### config.mk
export PLATFORM = sky130hd
export DESIGN_NAME = mem_port_arbiter
export DESIGN_NICKNAME = d
export VERILOG_FILES = /design/src/rtl/mem_port_arbiter.sv
export SDC_FILE = /design/constraint.sdc
export NUM_CORES = 1
export LEC_CHECK = 0
export CORE_AREA = 2 2 303 305
export DETAILED_ROUTE_END_ITERATION = 16
export DIE_AREA = 0 0 305 307
export DONT_BUFFER_PORTS = 1
export GPL_TIMING_DRIVEN = 0
export HOLD_SLACK_MARGIN = 0.02
export PLACE_DENSITY = 0.59
export SYNTH_ARGS = -nofsm -noshare
export SYNTH_HDL_FRONTEND = slang
export SYNTH_SLANG_ARGS = --single-unit
### constraint.sdc
create_clock -name clk -period 43 [get_ports clk]
set_clock_uncertainty 0.1 [all_clocks]
set_input_delay 8.6 -clock clk [delete_from_list [all_inputs] [get_ports clk]]
set_output_delay 8.6 -clock clk [all_outputs]
set_load 0.02 [all_outputs]
### src/rtl/mem_port_arbiter.sv
// mem_port_arbiter: round-robin sharing of one memory port between two cache clients with ID-routed responses
module mem_port_arbiter #(
  parameter int N_BYTES  = 16,
  parameter int PA_WIDTH = 32,
  parameter int ID_WIDTH = 4,
  parameter int Q_DEPTH  = 2
) (
  input  logic                    clk,
  input  logic                    rst,
  input  logic                    i_c0_enable,
  input  logic                    i_c0_type,
  input  logic [PA_WIDTH-1:0]     i_c0_addr,
  input  logic [N_BYTES*8-1:0]    i_c0_data,
  output logic [ID_WIDTH-1:0]     o_c0_id_request,
  output logic                    o_c0_full,
  output logic                    o_c0_mem_enable,
  input  logic                    i_c0_mem_ack,
  input  logic                    i_c1_enable,
  input  logic                    i_c1_type,
  input  logic [PA_WIDTH-1:0]     i_c1_addr,
  input  logic [N_BYTES*8-1:0]    i_c1_data,
  output logic [ID_WIDTH-1:0]     o_c1_id_request,
  output logic                    o_c1_full,
  output logic                    o_c1_mem_enable,
  input  logic                    i_c1_mem_ack,
  output logic [N_BYTES*8-1:0]    o_c_mem_data,
  output logic [ID_WIDTH-1:0]     o_c_mem_id_response,
  output logic                    o_mem_enable,
  output logic                    o_mem_type,
  output logic [PA_WIDTH-1:0]     o_mem_addr,
  output logic [N_BYTES*8-1:0]    o_mem_data,
  output logic [ID_WIDTH-1:0]     o_mem_id,
  input  logic                    i_mem_ready,
  input  logic                    i_mem_enable,
  input  logic [N_BYTES*8-1:0]    i_mem_data,
  input  logic [ID_WIDTH-1:0]     i_mem_id,
  output logic                    o_mem_ack,
  output logic                    o_overflow
);
  localparam int LW = N_BYTES * 8;
  localparam int SW = ID_WIDTH - 1;
  localparam int AW = $clog2(Q_DEPTH);
  localparam int CW = AW + 1;
  typedef enum logic {ISSUE_IDLE, ISSUE_BUSY} state_t;
  state_t r_state;
  logic [1:0] w_en, w_ty, w_av, w_pop, w_acc, w_full, w_ht;
  logic [PA_WIDTH-1:0] w_ad [2];
  logic [LW-1:0] w_dt [2];
  logic [PA_WIDTH-1:0] w_ha [2];
  logic [LW-1:0] w_hd [2];
  logic [ID_WIDTH-1:0] w_hi [2];
  logic [ID_WIDTH-1:0] w_nid [2];
  logic r_qt [2][Q_DEPTH];
  logic [PA_WIDTH-1:0] r_qa [2][Q_DEPTH];
  logic [LW-1:0] r_qd [2][Q_DEPTH];
  logic [ID_WIDTH-1:0] r_qi [2][Q_DEPTH];
  logic [AW-1:0] r_rd [2];
  logic [AW-1:0] r_wr [2];
  logic [CW-1:0] r_cnt [2];
  logic [SW-1:0] r_seq [2];
  logic r_rr, r_overflow, r_mem_enable, r_mem_type;
  logic [PA_WIDTH-1:0] r_mem_addr;
  logic [LW-1:0] r_mem_data;
  logic [ID_WIDTH-1:0] r_mem_id;
  logic w_win, w_issue, w_owner;
  assign w_en = {i_c1_enable, i_c0_enable};
  assign w_ty = {i_c1_type, i_c0_type};
  assign w_ad = '{i_c0_addr, i_c1_addr};
  assign w_dt = '{i_c0_data, i_c1_data};
  // Queue heads; an empty queue presents the incoming request so it can issue in the same cycle
  always_comb begin
    for (int c = 0; c < 2; c++) begin
      w_nid[c] = {c[0], r_seq[c]};
      w_av[c]  = r_cnt[c] != '0 || w_en[c];
      w_full[c] = r_cnt[c] == CW'(Q_DEPTH);
      w_ht[c]  = r_cnt[c] != '0 ? r_qt[c][r_rd[c]] : w_ty[c];
      w_ha[c]  = r_cnt[c] != '0 ? r_qa[c][r_rd[c]] : w_ad[c];
      w_hd[c]  = r_cnt[c] != '0 ? r_qd[c][r_rd[c]] : w_dt[c];
      w_hi[c]  = r_cnt[c] != '0 ? r_qi[c][r_rd[c]] : w_nid[c];
    end
  end
  assign w_win   = &w_av ? r_rr : w_av[1];
  assign w_issue = (r_state == ISSUE_IDLE || i_mem_ready) && |w_av;
  assign w_pop   = {w_issue && w_win, w_issue && !w_win};
  assign w_acc   = w_en & (~w_full | w_pop);
  // Per-client request FIFOs, sequence counters and sticky overflow
  always_ff @(posedge clk) begin
    if (rst) begin
      for (int c = 0; c < 2; c++) begin
        r_rd[c]  <= '0;
        r_wr[c]  <= '0;
        r_cnt[c] <= '0;
        r_seq[c] <= '0;
      end
      r_overflow <= 1'b0;
    end else begin
      for (int c = 0; c < 2; c++) begin
        if (w_acc[c]) begin
          r_qt[c][r_wr[c]] <= w_ty[c];
          r_qa[c][r_wr[c]] <= w_ad[c];
          r_qd[c][r_wr[c]] <= w_dt[c];
          r_qi[c][r_wr[c]] <= w_nid[c];
          r_wr[c]  <= r_wr[c] + AW'(1);
          r_seq[c] <= r_seq[c] + SW'(!w_ty[c]);
        end
        if (w_pop[c]) r_rd[c] <= r_rd[c] + AW'(1);
        r_cnt[c] <= r_cnt[c] + CW'(w_acc[c]) - CW'(w_pop[c]);
      end
      r_overflow <= r_overflow | |(w_en & ~w_acc);
    end
  end
  // Issue FSM: load the round-robin winner into the request registers, hold until memory accepts
  always_ff @(posedge clk) begin
    if (rst) begin
      r_state      <= ISSUE_IDLE;
      r_mem_enable <= 1'b0;
      r_mem_type   <= 1'b0;
      r_mem_addr   <= '0;
      r_mem_data   <= '0;
      r_mem_id     <= '0;
      r_rr         <= 1'b0;
    end else if (w_issue) begin
      r_state      <= ISSUE_BUSY;
      r_mem_enable <= 1'b1;
      r_mem_type   <= w_ht[w_win];
      r_mem_addr   <= w_ha[w_win];
      r_mem_data   <= w_hd[w_win];
      r_mem_id     <= w_hi[w_win];
      r_rr         <= !w_win;
    end else if (r_state == ISSUE_BUSY && i_mem_ready) begin
      r_state      <= ISSUE_IDLE;
      r_mem_enable <= 1'b0;
    end
  end
  assign o_c0_id_request     = w_nid[0];
  assign o_c1_id_request     = w_nid[1];
  assign o_c0_full           = w_full[0];
  assign o_c1_full           = w_full[1];
  assign o_overflow          = r_overflow;
  assign o_mem_enable        = r_mem_enable;
  assign o_mem_type          = r_mem_type;
  assign o_mem_addr          = r_mem_addr;
  assign o_mem_data          = r_mem_data;
  assign o_mem_id            = r_mem_id;
  assign w_owner             = i_mem_id[ID_WIDTH-1];
  assign o_c0_mem_enable     = i_mem_enable && !w_owner;
  assign o_c1_mem_enable     = i_mem_enable && w_owner;
  assign o_mem_ack           = i_mem_enable && (w_owner ? i_c1_mem_ack : i_c0_mem_ack);
  assign o_c_mem_data        = i_mem_data;
  assign o_c_mem_id_response = i_mem_id;
endmodule

==> After elaboration in Yosys (flattened, before gate mapping) <==
Memory sizes are Yosys's and may differ from the RTL's.
Index checks and enable logic that the tools add are counted.
{ "op_classes": {"n_reduce_logical": 22, "add_sub_neg": 10, "n_eq_ne": 2, "order_cmp": 8, "n_bitwise": 20, "n_mux": 94} }
{ "ops": {"columns": ["op", "n"], "rows": [
  ["$mux W128", 13],
  ["$mux W256", 2],
  ["$mux W32", 13],
  ["$demux W128 S1", 2],
  ["$mux W64", 2],
  ["$demux W32 S1", 2],
  ["$mux W4", 13],
  ["$mux W1", 35],
  ["$mux W8", 2],
  ["$ge A2 B2 Y1 const B", 5],
  ["$not A1 Y2", 5],
  ["$logic_and A1 B1 Y1", 9],
  ["$or A1 B1 Y1", 9],
  ["$demux W4 S1", 2],
  ["$mux W2", 4],
  ["$add A3 B1 Y3", 2],
  ["$mux W3", 2],
  ["$reduce_bool A2 Y1", 3],
  ["$add A1 B1 Y1 const B", 4],
  ["$add A2 B1 Y2", 2],
  ["$and A2 B2 Y2", 2],
  ["$eq A2 B2 Y1 const B", 2],
  ["$logic_not A1 Y1", 4],
  ["$lt A2 B1 Y1 const B", 2],
  ["9 further kinds", 15]
]} }
{ "word_totals": {"regBits": 168, "ram_bits": 674, "memories": 8, "out_inout_bits": 312, "wordCells": 171, "inputBits": 462} }
{ "mem_list": {"columns": ["name", "words", "width", "read_ports", "rd_clocked_by_memory_dff", "write_ports", "line", "source"], "rows": [
  ["r_qd", 2, 256, 2, 0, 2, "55", "logic [LW-1:0] r_qd [2][Q_DEPTH];"],
  ["r_qa", 2, 64, 2, 0, 2, "54", "logic [PA_WIDTH-1:0] r_qa [2][Q_DEPTH];"],
  ["r_qi", 2, 8, 2, 0, 2, "56", "logic [ID_WIDTH-1:0] r_qi [2][Q_DEPTH];"],
  ["r_seq", 2, 3, 2, 0, 2, "60", "logic [SW-1:0] r_seq [2];"],
  ["r_cnt", 2, 2, 2, 0, 2, "59", "logic [CW-1:0] r_cnt [2];"],
  ["r_qt", 2, 2, 2, 0, 2, "53", "logic r_qt [2][Q_DEPTH];"],
  ["2 more memories", null, null, null, null, null, null, null]
]} }

==> Depth between registers and ports, before layout <==
An unclocked memory read counts as a cell.
{ "depth": {"ltp_word": 13, "depth_mapped": 10, "ltp_nobuf": 8} }

==> Worst setup path after synthesis <==
Ideal clock, no wire load.
{ "synth_timing": {"kind": "in2reg", "from": "input i_c1_enable", "to": "memory r_qa[0][0] (netlist bit), enable pin", "required_ps": 41978, "path_buffers": 1, "setup_slack_ps": 20661, "path_stages": 4, "setup_ps": 922, "arrival_ps": 21317, "path_cell_list": "buf_6 -> o31a_1 -> a211o_1 -> nor3b_1"} }
{ "synth_rtl": {"columns": ["item", "line", "source"], "rows": [
  ["from (decl)", "18", "input logic i_c1_enable,"],
  ["to (decl)", "54", null]
]} }

==> Worst setup path in the final report <==
{ "layout_timing": {"from": "input i_mem_id[3]", "to": "output o_mem_ack"} }
{ "layout_between": {"elab_chain_cells": 2} }
{ "layout_lines": {"columns": ["item", "line", "source"], "rows": [
  ["from (decl)", "36", "input logic [ID_WIDTH-1:0] i_mem_id,"],
  ["$mux W1", "148", "assign o_mem_ack = i_mem_enable && (w_owner ? i_c1_mem_ack : i_c0_mem_ack);"],
  ["$logic_and A1 B1 Y1", "148", null],
  ["to (decl)", "37", "output logic o_mem_ack,"]
]} }
Every way passes these cells.

==> results.sh <==
export IMPL_place_inst=3626
export IMPL_hold_ws_ns=0.343
export IMPL_seqCellArea_mm2=0.0235
export IMPL_maxSlewViolCount=0
export IMPL_layout_nets=3003
export IMPL_multi_input_area_mm2=0.00907
export IMPL_rr_worst_depth=6
export IMPL_tightest_slew_ns=1.34
export IMPL_first_pass_iters=5
export IMPL_grt_usage=0.213
export IMPL_maxSlewHeadroom=0.107
export IMPL_finalNonFillerCells=3800
export IMPL_crit_type="in -> out"
export IMPL_min_from="r_qi[0][15]"
export IMPL_ys_flop_type="edfxtp_1"
export IMPL_synth_area_mm2=0.0345
export IMPL_power_density_mw_per_mm2=65.0
export IMPL_hold_viol_final=0
export IMPL_viasPerCell=5.58
export IMPL_synth_seq_cells=840
export IMPL_synth_edff_count=666
export IMPL_tns_ns=0
export IMPL_ios=774
export IMPL_hp_class="reg -> reg"
export IMPL_drtAntennaViolNets=0
export IMPL_finalInstanceArea_mm2=0.0396
export IMPL_highest_layer="met5"
export IMPL_avgRoutedWirePerCell_um=27.4
export IMPL_cts_sink_count=840
export IMPL_preCtsSetupSlack_ns=25.25
export IMPL_cts_tree="built"
export IMPL_r2r_start="r_state"
export IMPL_die_x_um=305
export IMPL_drcViolationCount=0
export IMPL_fp_row_count=111
export IMPL_synth_cell_types=44
export IMPL_postCtsSetupRepairBufs=0
export IMPL_placed_cell_area_mm2=0.0366
export IMPL_via_count=21200
export IMPL_crit_slowest_cell="nor2b_1"
export IMPL_wl_met1_um=40600
export IMPL_fin_crit_sh=0.413
export IMPL_synth_warnings=0
export IMPL_clk_pin_slew_ns=0.06
export IMPL_period_minus_slack_ns=17.75
export IMPL_grt_max_degree=60
export IMPL_crit_path_max_incr_delay_ns=0.35
export IMPL_antenna_found_initial=9
export IMPL_n_fill_cell=8108
export IMPL_syn_to_final_growth_pct=14.7
export IMPL_rrSetupSlack_ns=39.68
export IMPL_place_gp_congestion=0.842
export IMPL_irDropWorstVdd_uv=33.7
export IMPL_die_area_mm2=0.0936
export IMPL_power_leakage_nw=13.8
export IMPL_drv_cap=0
export IMPL_rsz0062_at_grt="false"
export IMPL_dp_hpwl_um=74900
export IMPL_critPathCaptureType="output pin"
export IMPL_setup_ws_ns=25.25
export IMPL_synthArstFlopShare=0
export IMPL_insertion_delay_ns=0.67
export IMPL_hold_buffers=0
export IMPL_worstPathRequired_ns=34.30
export IMPL_portBuffers=0
export IMPL_start_util=0.381
export IMPL_yosysSeqAreaShare=0.680
export IMPL_fin_util=0.436
export IMPL_synth_nets=2868
export IMPL_cp_max_fo=4
export IMPL_grt_pass1_wl_um=147000
export IMPL_routed_wl_met3_um=9870
export IMPL_total_power_mw=2.57
export IMPL_ctsResizeCount=0
export IMPL_cp_start_kind="input pin"
export IMPL_cts_root_buf="clkbuf_16"
export IMPL_dieHeight_um=307
export IMPL_syn_avg_cell_area_um2=14.4
export IMPL_wirelength_um=104000
export IMPL_crit_chain="mux2i_1, nor2b_1"
export IMPL_drive_gt1_frac=0.167
export IMPL_path_buf_inv=0
export IMPL_cts_buffers=92
export IMPL_met2_length_um=49200
export IMPL_outcome="finished clean"
export IMPL_setup_violations=0
export IMPL_worstReg2RegEnd="r_qd[0][356]"
export IMPL_synth_cells=2399
export IMPL_fp_coreArea_mm2=0.0907
export IMPL_fmax_ghz=0.0563
export IMPL_cp_arrival_ns=9.05
export IMPL_crit_start="i_mem_id[3]"
export IMPL_hold_end="r_qi[0][15]"
export IMPL_whs_path_depth=1
export IMPL_crit_family="simple AND/OR/NAND/NOR gates"
export IMPL_overflow=0
export IMPL_htreeDepth=3
export IMPL_detailedRoute_firstIterationViolations=1599
export IMPL_clock_path_buffers=3
export IMPL_grt_pass1_vias=21200
kinds of logic (layout without fill, tap and decap cells):
logic type	Yosys count	count (layout)	synth area share
compound gates	675	675	0.135
xor+xnor	6	6	0.00152
fa+ha+maj	7	7	0.00254
buf+inv	330	543	0.0576
flops	840	840	0.680
mux	330	330	0.0957
other cells	2	4	0.000218
simple gates	209	209	0.0272
report_power, final:
| part | switching, mW | internal [mW] | total, mW | leakage (nW) |
|---|---|---|---|---|
| clock | 0.326 | 0.448 | 0.774 | 1.47 |
| combinational | 0.409 | 0.219 | 0.628 | 4.79 |
| sequential | 0.173 | 0.997 | 1.17 | 7.57 |
| total | 0.908 | 1.66 | 2.57 | 13.8 |
flip-flops by register name, indices dropped and copies added, names as in the netlist:
register,count
r_qi,14
o_mem_id,4
o_mem_data,128
o_overflow,1
r_wr,2
r_rr,1
o_mem_addr,32
r_seq,6
r_cnt,4
r_qa,128
r_rd,2
r_qt,4
r_qd,512
r_state,1
o_mem_type,1
cell type report:
cell class	count	area share
diodes	2	0.000126
clock inverters	36	0.00803
clock buffers	136	0.0678
flip-flops and latches	840	0.593
plain buffers	323	0.0496
multi-input cells	1229	0.229
inverters	7	0.000664
well taps	1186	0.0375
repair buffers	41	0.0140
worst max-delay path by stage:
stage	to	slack (ns)	depth (start not counted)
2_1_floorplan	r_qa[0][0]	20.66	4
3_3_place_gp	r_qd[0][123]	10.77	4
3_5_place_dp	o_mem_ack	25.25	2
4_1_cts	o_mem_ack	25.25	2
5_1_grt	o_mem_ack	25.23	2
6_report	o_mem_ack	25.25	2
worst reg2reg max path, stage by stage (launching register included):
cell      delay (ns)
dfxtp_1         0.45
nor2b_1         0.20
clkbuf_1        0.21
o31ai_1         0.52
and2_1          0.27
and3_4          0.75
buf_16          0.34
metal layers:
metal / vias up / track usage
met3: 198 / 0.0802
met4: 6 / 0.0980
met5: - / 0
met2: 898 / 0.339
li1: 9534 / -
met1: 10500 / 0.257
synthesized netlist by cell type, types with 2 or more instances:
cell type / instances / area (µm²)
a211oi_1: 165 / 1240
a21oi_1: 332 / 1660
a221o_1: 164 / 1640
and2_1: 3 / 18.8
and3_1: 2 / 12.5
buf_1: 4 / 15.0
buf_2: 74 / 370
buf_4: 137 / 1030
buf_6: 19 / 214
clkbuf_1: 89 / 334
conb_1: 2 / 7.51
dfxtp_1: 174 / 3480
edfxtp_1: 666 / 20000
ha_1: 7 / 87.6
inv_1: 7 / 26.3
mux2i_1: 330 / 3300
nand2_1: 3 / 11.3
nor2_1: 167 / 627
nor2b_1: 7 / 43.8
nor3_1: 6 / 30.0
nor3_2: 3 / 30.0
nor3b_2: 4 / 50.1
nor4_1: 3 / 18.8
o211ai_1: 2 / 15.0
o21ai_0: 3 / 15.0
or2_2: 4 / 25.0
xnor2_1: 4 / 35.0
xor2_1: 2 / 17.5
placed cells by master, fill, tap and decap left out, types with 3 or more instances in the layout:
cell | netlist | final
edfxtp_1 | 666 | 666
a21oi_1 | 332 | 332
mux2i_1 | 330 | 330
dfxtp_1 | 174 | 174
nor2_1 | 167 | 167
a211oi_1 | 165 | 165
a221o_1 | 164 | 164
buf_4 | 137 | 137
clkbuf_1 | 89 | 116
clkbuf_16 | 0 | 96
buf_2 | 74 | 74
buf_6 | 19 | 49
clkinv_2 | 0 | 16
clkbuf_8 | 0 | 13
nor2b_1 | 7 | 7
inv_1 | 7 | 7
ha_1 | 7 | 7
buf_8 | 0 | 7
nor3_1 | 6 | 5
nor3b_2 | 4 | 5
nor3_2 | 3 | 4
or2_2 | 4 | 4
buf_1 | 4 | 4
xnor2_1 | 4 | 4
clkinv_1 | 0 | 4
clkinvlp_4 | 0 | 4
buf_16 | 0 | 4
nor4_1 | 3 | 3
and2_1 | 3 | 3
nand2_1 | 3 | 3
o21ai_0 | 3 | 3
clkinv_8 | 0 | 3
inv_6 | 0 | 3
No activity file was read; power rests on OpenSTA's default activity.
